### config.mk
export PLATFORM = sky130hd
export DESIGN_NAME = funct_generator_fifo
export DESIGN_NICKNAME = d
export VERILOG_FILES = /design/src/rtl/funct_generator_pkg.sv /design/src/rtl/funct_generator_fifo_mem.sv /design/src/rtl/funct_generator_fifo.sv
export SDC_FILE = /design/constraint.sdc
export NUM_CORES = 1
export LEC_CHECK = 0
export CORE_MARGIN = 3
export CORE_UTILIZATION = 55
export CTS_BUF_LIST = sky130_fd_sc_hd__clkbuf_4 sky130_fd_sc_hd__clkbuf_8
export CTS_CLUSTER_SIZE = 14
export DETAILED_ROUTE_END_ITERATION = 7
export GPL_TIMING_DRIVEN = 0
export PLACE_DENSITY = 0.75
export SYNTH_ARGS = -nofsm -noshare
export SYNTH_HDL_FRONTEND = slang
export SYNTH_HIERARCHICAL = 1
export SYNTH_SLANG_ARGS = --single-unit
### constraint.sdc
create_clock -name clk -period 11.9 [get_ports clk]
set_input_delay 2.975 -clock clk [delete_from_list [all_inputs] [get_ports clk]]
set_output_delay 2.975 -clock clk [all_outputs]
set_load 0.02 [all_outputs]
### src/rtl/funct_generator_pkg.sv
// rtl/funct_generator_pkg.sv - shared sizing constants for the function generator sample FIFO
package funct_generator_pkg;

  localparam int DEFAULT_DATA_WIDTH = 32;
  localparam int DEFAULT_ADDR_WIDTH = 4;
  localparam int DEPTH              = 1 << DEFAULT_ADDR_WIDTH;

endpackage

### src/rtl/funct_generator_fifo_mem.sv
// rtl/funct_generator_fifo_mem.sv - simple dual-port sample RAM, synchronous write, registered read
module funct_generator_fifo_mem
  import funct_generator_pkg::*;
#(
  parameter int DATA_WIDTH = DEFAULT_DATA_WIDTH,
  parameter int ADDR_WIDTH = DEFAULT_ADDR_WIDTH
) (
  input  logic                         clk,
  input  logic                         wr_en_i,
  input  logic [ADDR_WIDTH-1:0]        wr_addr_i,
  input  logic signed [DATA_WIDTH-1:0] wr_data_i,
  input  logic                         rd_en_i,
  input  logic [ADDR_WIDTH-1:0]        rd_addr_i,
  output logic signed [DATA_WIDTH-1:0] rd_data_o
);

  logic signed [DATA_WIDTH-1:0] mem_q [1 << ADDR_WIDTH];
  logic signed [DATA_WIDTH-1:0] rd_data_q;

  // No reset: contents are only ever observed after a write has filled them.
  always_ff @(posedge clk) begin
    if (wr_en_i) begin
      mem_q[wr_addr_i] <= wr_data_i;
    end
    if (rd_en_i) begin
      rd_data_q <= mem_q[rd_addr_i];
    end
  end

  assign rd_data_o = rd_data_q;

endmodule

### src/rtl/funct_generator_fifo.sv
// rtl/funct_generator_fifo.sv - sample FIFO between the function generator and its consumer
module funct_generator_fifo
  import funct_generator_pkg::*;
#(
  parameter int DATA_WIDTH = DEFAULT_DATA_WIDTH,
  parameter int ADDR_WIDTH = DEFAULT_ADDR_WIDTH,
  parameter int AFULL_TH   = 12
) (
  input  logic                         clk,
  input  logic                         rst,
  input  logic                         wr_en_i,
  input  logic signed [DATA_WIDTH-1:0] data_i,
  input  logic                         rd_en_i,
  input  logic                         clr_err_i,
  output logic signed [DATA_WIDTH-1:0] data_o,
  output logic                         rd_valid_o,
  output logic                         full_o,
  output logic                         empty_o,
  output logic                         afull_o,
  output logic [ADDR_WIDTH:0]          count_o,
  output logic                         overflow_o,
  output logic                         underflow_o
);

  localparam int PW = ADDR_WIDTH + 1;

  logic [PW-1:0]                wr_ptr_q, wr_ptr_d;
  logic [PW-1:0]                rd_ptr_q, rd_ptr_d;
  logic                         rd_valid_q;
  logic                         overflow_q, overflow_d;
  logic                         underflow_q, underflow_d;
  logic signed [DATA_WIDTH-1:0] hold_q;
  logic signed [DATA_WIDTH-1:0] mem_rdata;
  logic                         wr_accept, rd_accept;

  // Flags depend only on registered pointers, never on the request inputs.
  assign empty_o = (wr_ptr_q == rd_ptr_q);
  assign full_o  = (wr_ptr_q[ADDR_WIDTH-1:0] == rd_ptr_q[ADDR_WIDTH-1:0]) &&
                   (wr_ptr_q[ADDR_WIDTH] != rd_ptr_q[ADDR_WIDTH]);
  assign count_o = wr_ptr_q - rd_ptr_q;
  assign afull_o = (count_o >= PW'(AFULL_TH));

  assign wr_accept = wr_en_i && !full_o && !rst;
  assign rd_accept = rd_en_i && !empty_o && !rst;

  always_comb begin
    wr_ptr_d    = wr_ptr_q;
    rd_ptr_d    = rd_ptr_q;
    overflow_d  = overflow_q;
    underflow_d = underflow_q;
    if (wr_accept) begin
      wr_ptr_d = wr_ptr_q + PW'(1);
    end
    if (rd_accept) begin
      rd_ptr_d = rd_ptr_q + PW'(1);
    end
    if (clr_err_i) begin
      overflow_d  = 1'b0;
      underflow_d = 1'b0;
    end
    // A new error event in the same cycle as a clear keeps the flag set.
    if (wr_en_i && full_o) begin
      overflow_d = 1'b1;
    end
    if (rd_en_i && empty_o) begin
      underflow_d = 1'b1;
    end
  end

  always_ff @(posedge clk) begin
    if (rst) begin
      wr_ptr_q    <= '0;
      rd_ptr_q    <= '0;
      rd_valid_q  <= 1'b0;
      overflow_q  <= 1'b0;
      underflow_q <= 1'b0;
      hold_q      <= '0;
    end else begin
      wr_ptr_q    <= wr_ptr_d;
      rd_ptr_q    <= rd_ptr_d;
      rd_valid_q  <= rd_accept;
      overflow_q  <= overflow_d;
      underflow_q <= underflow_d;
      if (rd_valid_q) begin
        hold_q <= mem_rdata;
      end
    end
  end

  // The RAM read register cannot be reset, so data_o shows it only in the
  // valid cycle and otherwise the last delivered word (zero after reset).
  assign data_o      = rd_valid_q ? mem_rdata : hold_q;
  assign rd_valid_o  = rd_valid_q;
  assign overflow_o  = overflow_q;
  assign underflow_o = underflow_q;

  funct_generator_fifo_mem #(
    .DATA_WIDTH (DATA_WIDTH),
    .ADDR_WIDTH (ADDR_WIDTH)
  ) u_mem (
    .clk       (clk),
    .wr_en_i   (wr_accept),
    .wr_addr_i (wr_ptr_q[ADDR_WIDTH-1:0]),
    .wr_data_i (data_i),
    .rd_en_i   (rd_accept),
    .rd_addr_i (rd_ptr_q[ADDR_WIDTH-1:0]),
    .rd_data_o (mem_rdata)
  );

endmodule

==> impl_metrics.env <==
export IMPL_seq_power_share=0.511
export IMPL_power_frac_clock=0.377
export IMPL_rr_worst_depth=10
export IMPL_power_leakage_nw=8.402
export IMPL_drcViolationCount=0
export IMPL_vias=11080
export IMPL_holdWs_ns=0.4925
export IMPL_areaGrowthSynthToFinish_pct=17.56
export IMPL_clock_latency_ns=0.63
export IMPL_crit_fanout=10
export IMPL_ff2ff_setup_slack_ns=8.02
export IMPL_synth_seq_cells=589
export IMPL_synthMuxAreaShare=0.1501
export IMPL_clk_pin_slew_ns=0.06
export IMPL_power_total_mw=4.533
export IMPL_fin_util=0.6567
export IMPL_drt_wl_total_mm=46.72
export IMPL_synth_top_family_by_area="multiplexers"
export IMPL_internal_power_mw=3.519
export IMPL_crit_top_cell="clkbuf_1"
export IMPL_powerDensity_nw_per_um2=172.9
export IMPL_dp_cells=1670
export IMPL_drv_slew=0
export IMPL_synth_simple_gate_area_share=0.02912
export IMPL_hold_class="reg2reg"
export IMPL_io_pins=80
export IMPL_required_ns=12.22
export IMPL_synth_compound_area_frac=0.02761
export IMPL_wl_per_cell_um=25.35
export IMPL_drtAntennaViolNets=0
export IMPL_drt_iter0_markers=1124
export IMPL_clock_skew_ns=0.02174
export IMPL_grt_max_degree=25
export IMPL_cts_made_buffers=93
export IMPL_cp_slowest_cell="clkbuf_1"
export IMPL_cpPeakStageDelay_ns=0.75
export IMPL_async_flop_share=0
export IMPL_synth_warnings=6
export IMPL_synth_area_top_cells="edfxtp_1, mux4_2, dfxtp_1"
export IMPL_cts_sinks=589
export IMPL_path_buf_inv=6
export IMPL_syn_area_um2=22300
export IMPL_status="finished, final reports clean"
export IMPL_final_cells=1843
export IMPL_tightest_slew_ns=1.011
export IMPL_worstSetupPathType="in2reg"
export IMPL_portBuffers=79
export IMPL_synth_main_ff_cell="edfxtp_1"
export IMPL_switching_share=0.2236
export IMPL_fin_area_um2=26210
export IMPL_irDropWorstVdd_uv=106.3
export IMPL_maxCapViolCount=0
export IMPL_tritoncts="built"
export IMPL_cts_hold_buffers=0
export IMPL_die_x_um=207.3
export IMPL_p_sw_mw=1.013
export IMPL_crit_cells=9
export IMPL_grt_pass1_vias=11550
export IMPL_finalSetupViolations=0
export IMPL_finalHoldViolations=0
export IMPL_grt_pass1_wl_mm=70.77
export IMPL_synth_top_cell_area_share=0.7327
export IMPL_crit_path_end_kind="flop"
export IMPL_dpl_cell_area_um2=24300
export IMPL_dr_pass1_iters=5
export IMPL_synth_xor_area_frac=0.001908
export IMPL_cp_arrival_ns=6.89
export IMPL_drive_above_1_share=0.2961
export IMPL_synth_fa_ha_area_frac=0.004265
export IMPL_cp_start_kind="primary input"
export IMPL_layout_setup_ws_ns=5.327
export IMPL_ys_seq_area_frac=0.7731
export IMPL_synth_edf_count=544
export IMPL_yosysTopAreaCell="edfxtp_1"
export IMPL_post_cts_buffers=0
export IMPL_final_setup_tns_ns=0
export IMPL_yosysUniqueCellTypes=39
export IMPL_post_cts_resize_count=0
export IMPL_start_util=0.5586
export IMPL_synth_cells=1041
export IMPL_avgSynthCellArea_um2=21.42
export IMPL_r2r_start="wr_ptr_q[0]"
export IMPL_crit_path_cell_trace="clkdlybuf4s50_1 -> inv_1 -> clkbuf_1 -> clkbuf_1 -> and2_1 -> or3b_2 -> nor3_2 -> buf_8 -> buf_6"
export IMPL_clockBufferDepth=3
export IMPL_hold_depth=2
export IMPL_rsz0062_at_grt="no"
export IMPL_crit_end="u_mem/mem_q[0][14]"
export IMPL_p_comb_frac=0.113
export IMPL_critPathLaunch="rst"
export IMPL_htreeDepth=3
export IMPL_max_freq_mhz=152.1
export IMPL_synth_fp_nets=1085
export IMPL_timing_final_crit_share=0.5523
export IMPL_worstReg2RegEnd="u_mem/mem_q[0][14]"
export IMPL_pre_cts_slack_ns=4.751
export IMPL_coreArea_um2=39910
export IMPL_nets=1284
export IMPL_overflow=0
export IMPL_floorplan_rows=73
export IMPL_die_h_um=207.3
export IMPL_gp_congestion=0.7249
export IMPL_die_area_um2=42990
export IMPL_holdCritStartpoint="overflow_o"
export IMPL_fin_crit_ns=6.573
export IMPL_antenna_found_initial=3
export IMPL_cts_root_buf="clkbuf_8"
export IMPL_final_common_cell="edfxtp_1"
export IMPL_viasPerCell=6.012
export IMPL_final_cell_mix="edfxtp_1, mux4_2, clkbuf_8, clkdlybuf4s50_1, a22oi_1"
export IMPL_max_slew_margin=0.3223
export IMPL_critPathTopFamily="buffers and inverters"
export IMPL_track_usage=0.2200
export IMPL_dp_hpwl_mm=29.41
## registers in the layout (all words and copies together) (netlist names)
signal / count
wr_ptr_q: 5
rd_ptr_q: 5
hold_q: 32
u_mem/rd_data_o: 32
overflow_o: 1
underflow_o: 1
u_mem/mem_q: 512
rd_valid_o: 1
## kinds of logic (layout without fill, tap and decap cells)
| group | count (synthesis) | in the layout |
|---|---|---|
| AO/OA/AOI/OAI | 80 | 80 |
| AND/OR/NAND/NOR | 129 | 129 |
| other | 0 | 1 |
| XOR/XNOR | 4 | 4 |
| multiplexers | 169 | 169 |
| adder cells (fa/ha/maj) | 7 | 7 |
| flip-flops | 589 | 589 |
| buffers and inverters | 63 | 339 |
## power groups by stage
stage          logic (mW)  registers [mW]  clock network, mW
5_1_grt             0.546            2.32               1.84
2_1_floorplan       0.340            2.35                  0
4_1_cts             0.517            2.31               1.74
6_report            0.510            2.32               1.71
3_3_place_gp        0.496            2.36                  0
3_5_place_dp        0.517            2.36                  0
## worst register-to-register path, stage by stage (launching register included)
cell	delay, ns
dfxtp_1	0.63
inv_1	0.13
ha_1	0.36
and4_4	0.16
buf_6	0.14
a21boi_2	0.23
and2_1	0.23
or3b_2	0.59
nor3_2	0.68
buf_8	0.24
buf_6	0.19
## layer usage
| metal | share of wire | up-vias | routed length [um] | track usage |
|---|---|---|---|---|
| met3 | 0.078 | 86 | 3654 | 0.05123 |
| li1 | - | 4727 | - | - |
| met4 | 0.025 | 4 | 1187 | 0.07491 |
| met5 | 0.00054 | - | 25 | 0 |
| met2 | 0.49 | 493 | 22880 | 0.3478 |
| met1 | 0.41 | 5770 | 18970 | 0.3087 |
## synth_stat cells, types with 8 or more instances
library cell,number
dfxtp_1,45
nor2_1,28
and2_1,36
a22oi_1,64
buf_2,8
edfxtp_1,544
clkbuf_1,23
mux2_1,8
buf_4,11
inv_1,9
mux2_2,31
nand2_1,37
mux4_2,128
buf_1,9
## final cells by class
type / instances / area (um2)
antenna: 1 / 2.502
buffer: 54 / 276.5
clock buffer: 146 / 1728
clock inverter: 26 / 181.4
fill: 2540 / 13700
inverter: 9 / 33.78
multi-input combinational: 389 / 4861
sequential: 589 / 17240
tap: 525 / 656.9
timing repair buffer: 104 / 1235
## worst min-delay path by stage
stage | to | slack, ns
CTS | overflow_o | 0.50
finish | overflow_o | 0.49
global route | overflow_o | 0.54
floorplan | rd_ptr_q[1] | 0.55
global placement | overflow_o | 0.47
detailed placement | overflow_o | 0.48
Power figures use the tool's default switching activity.
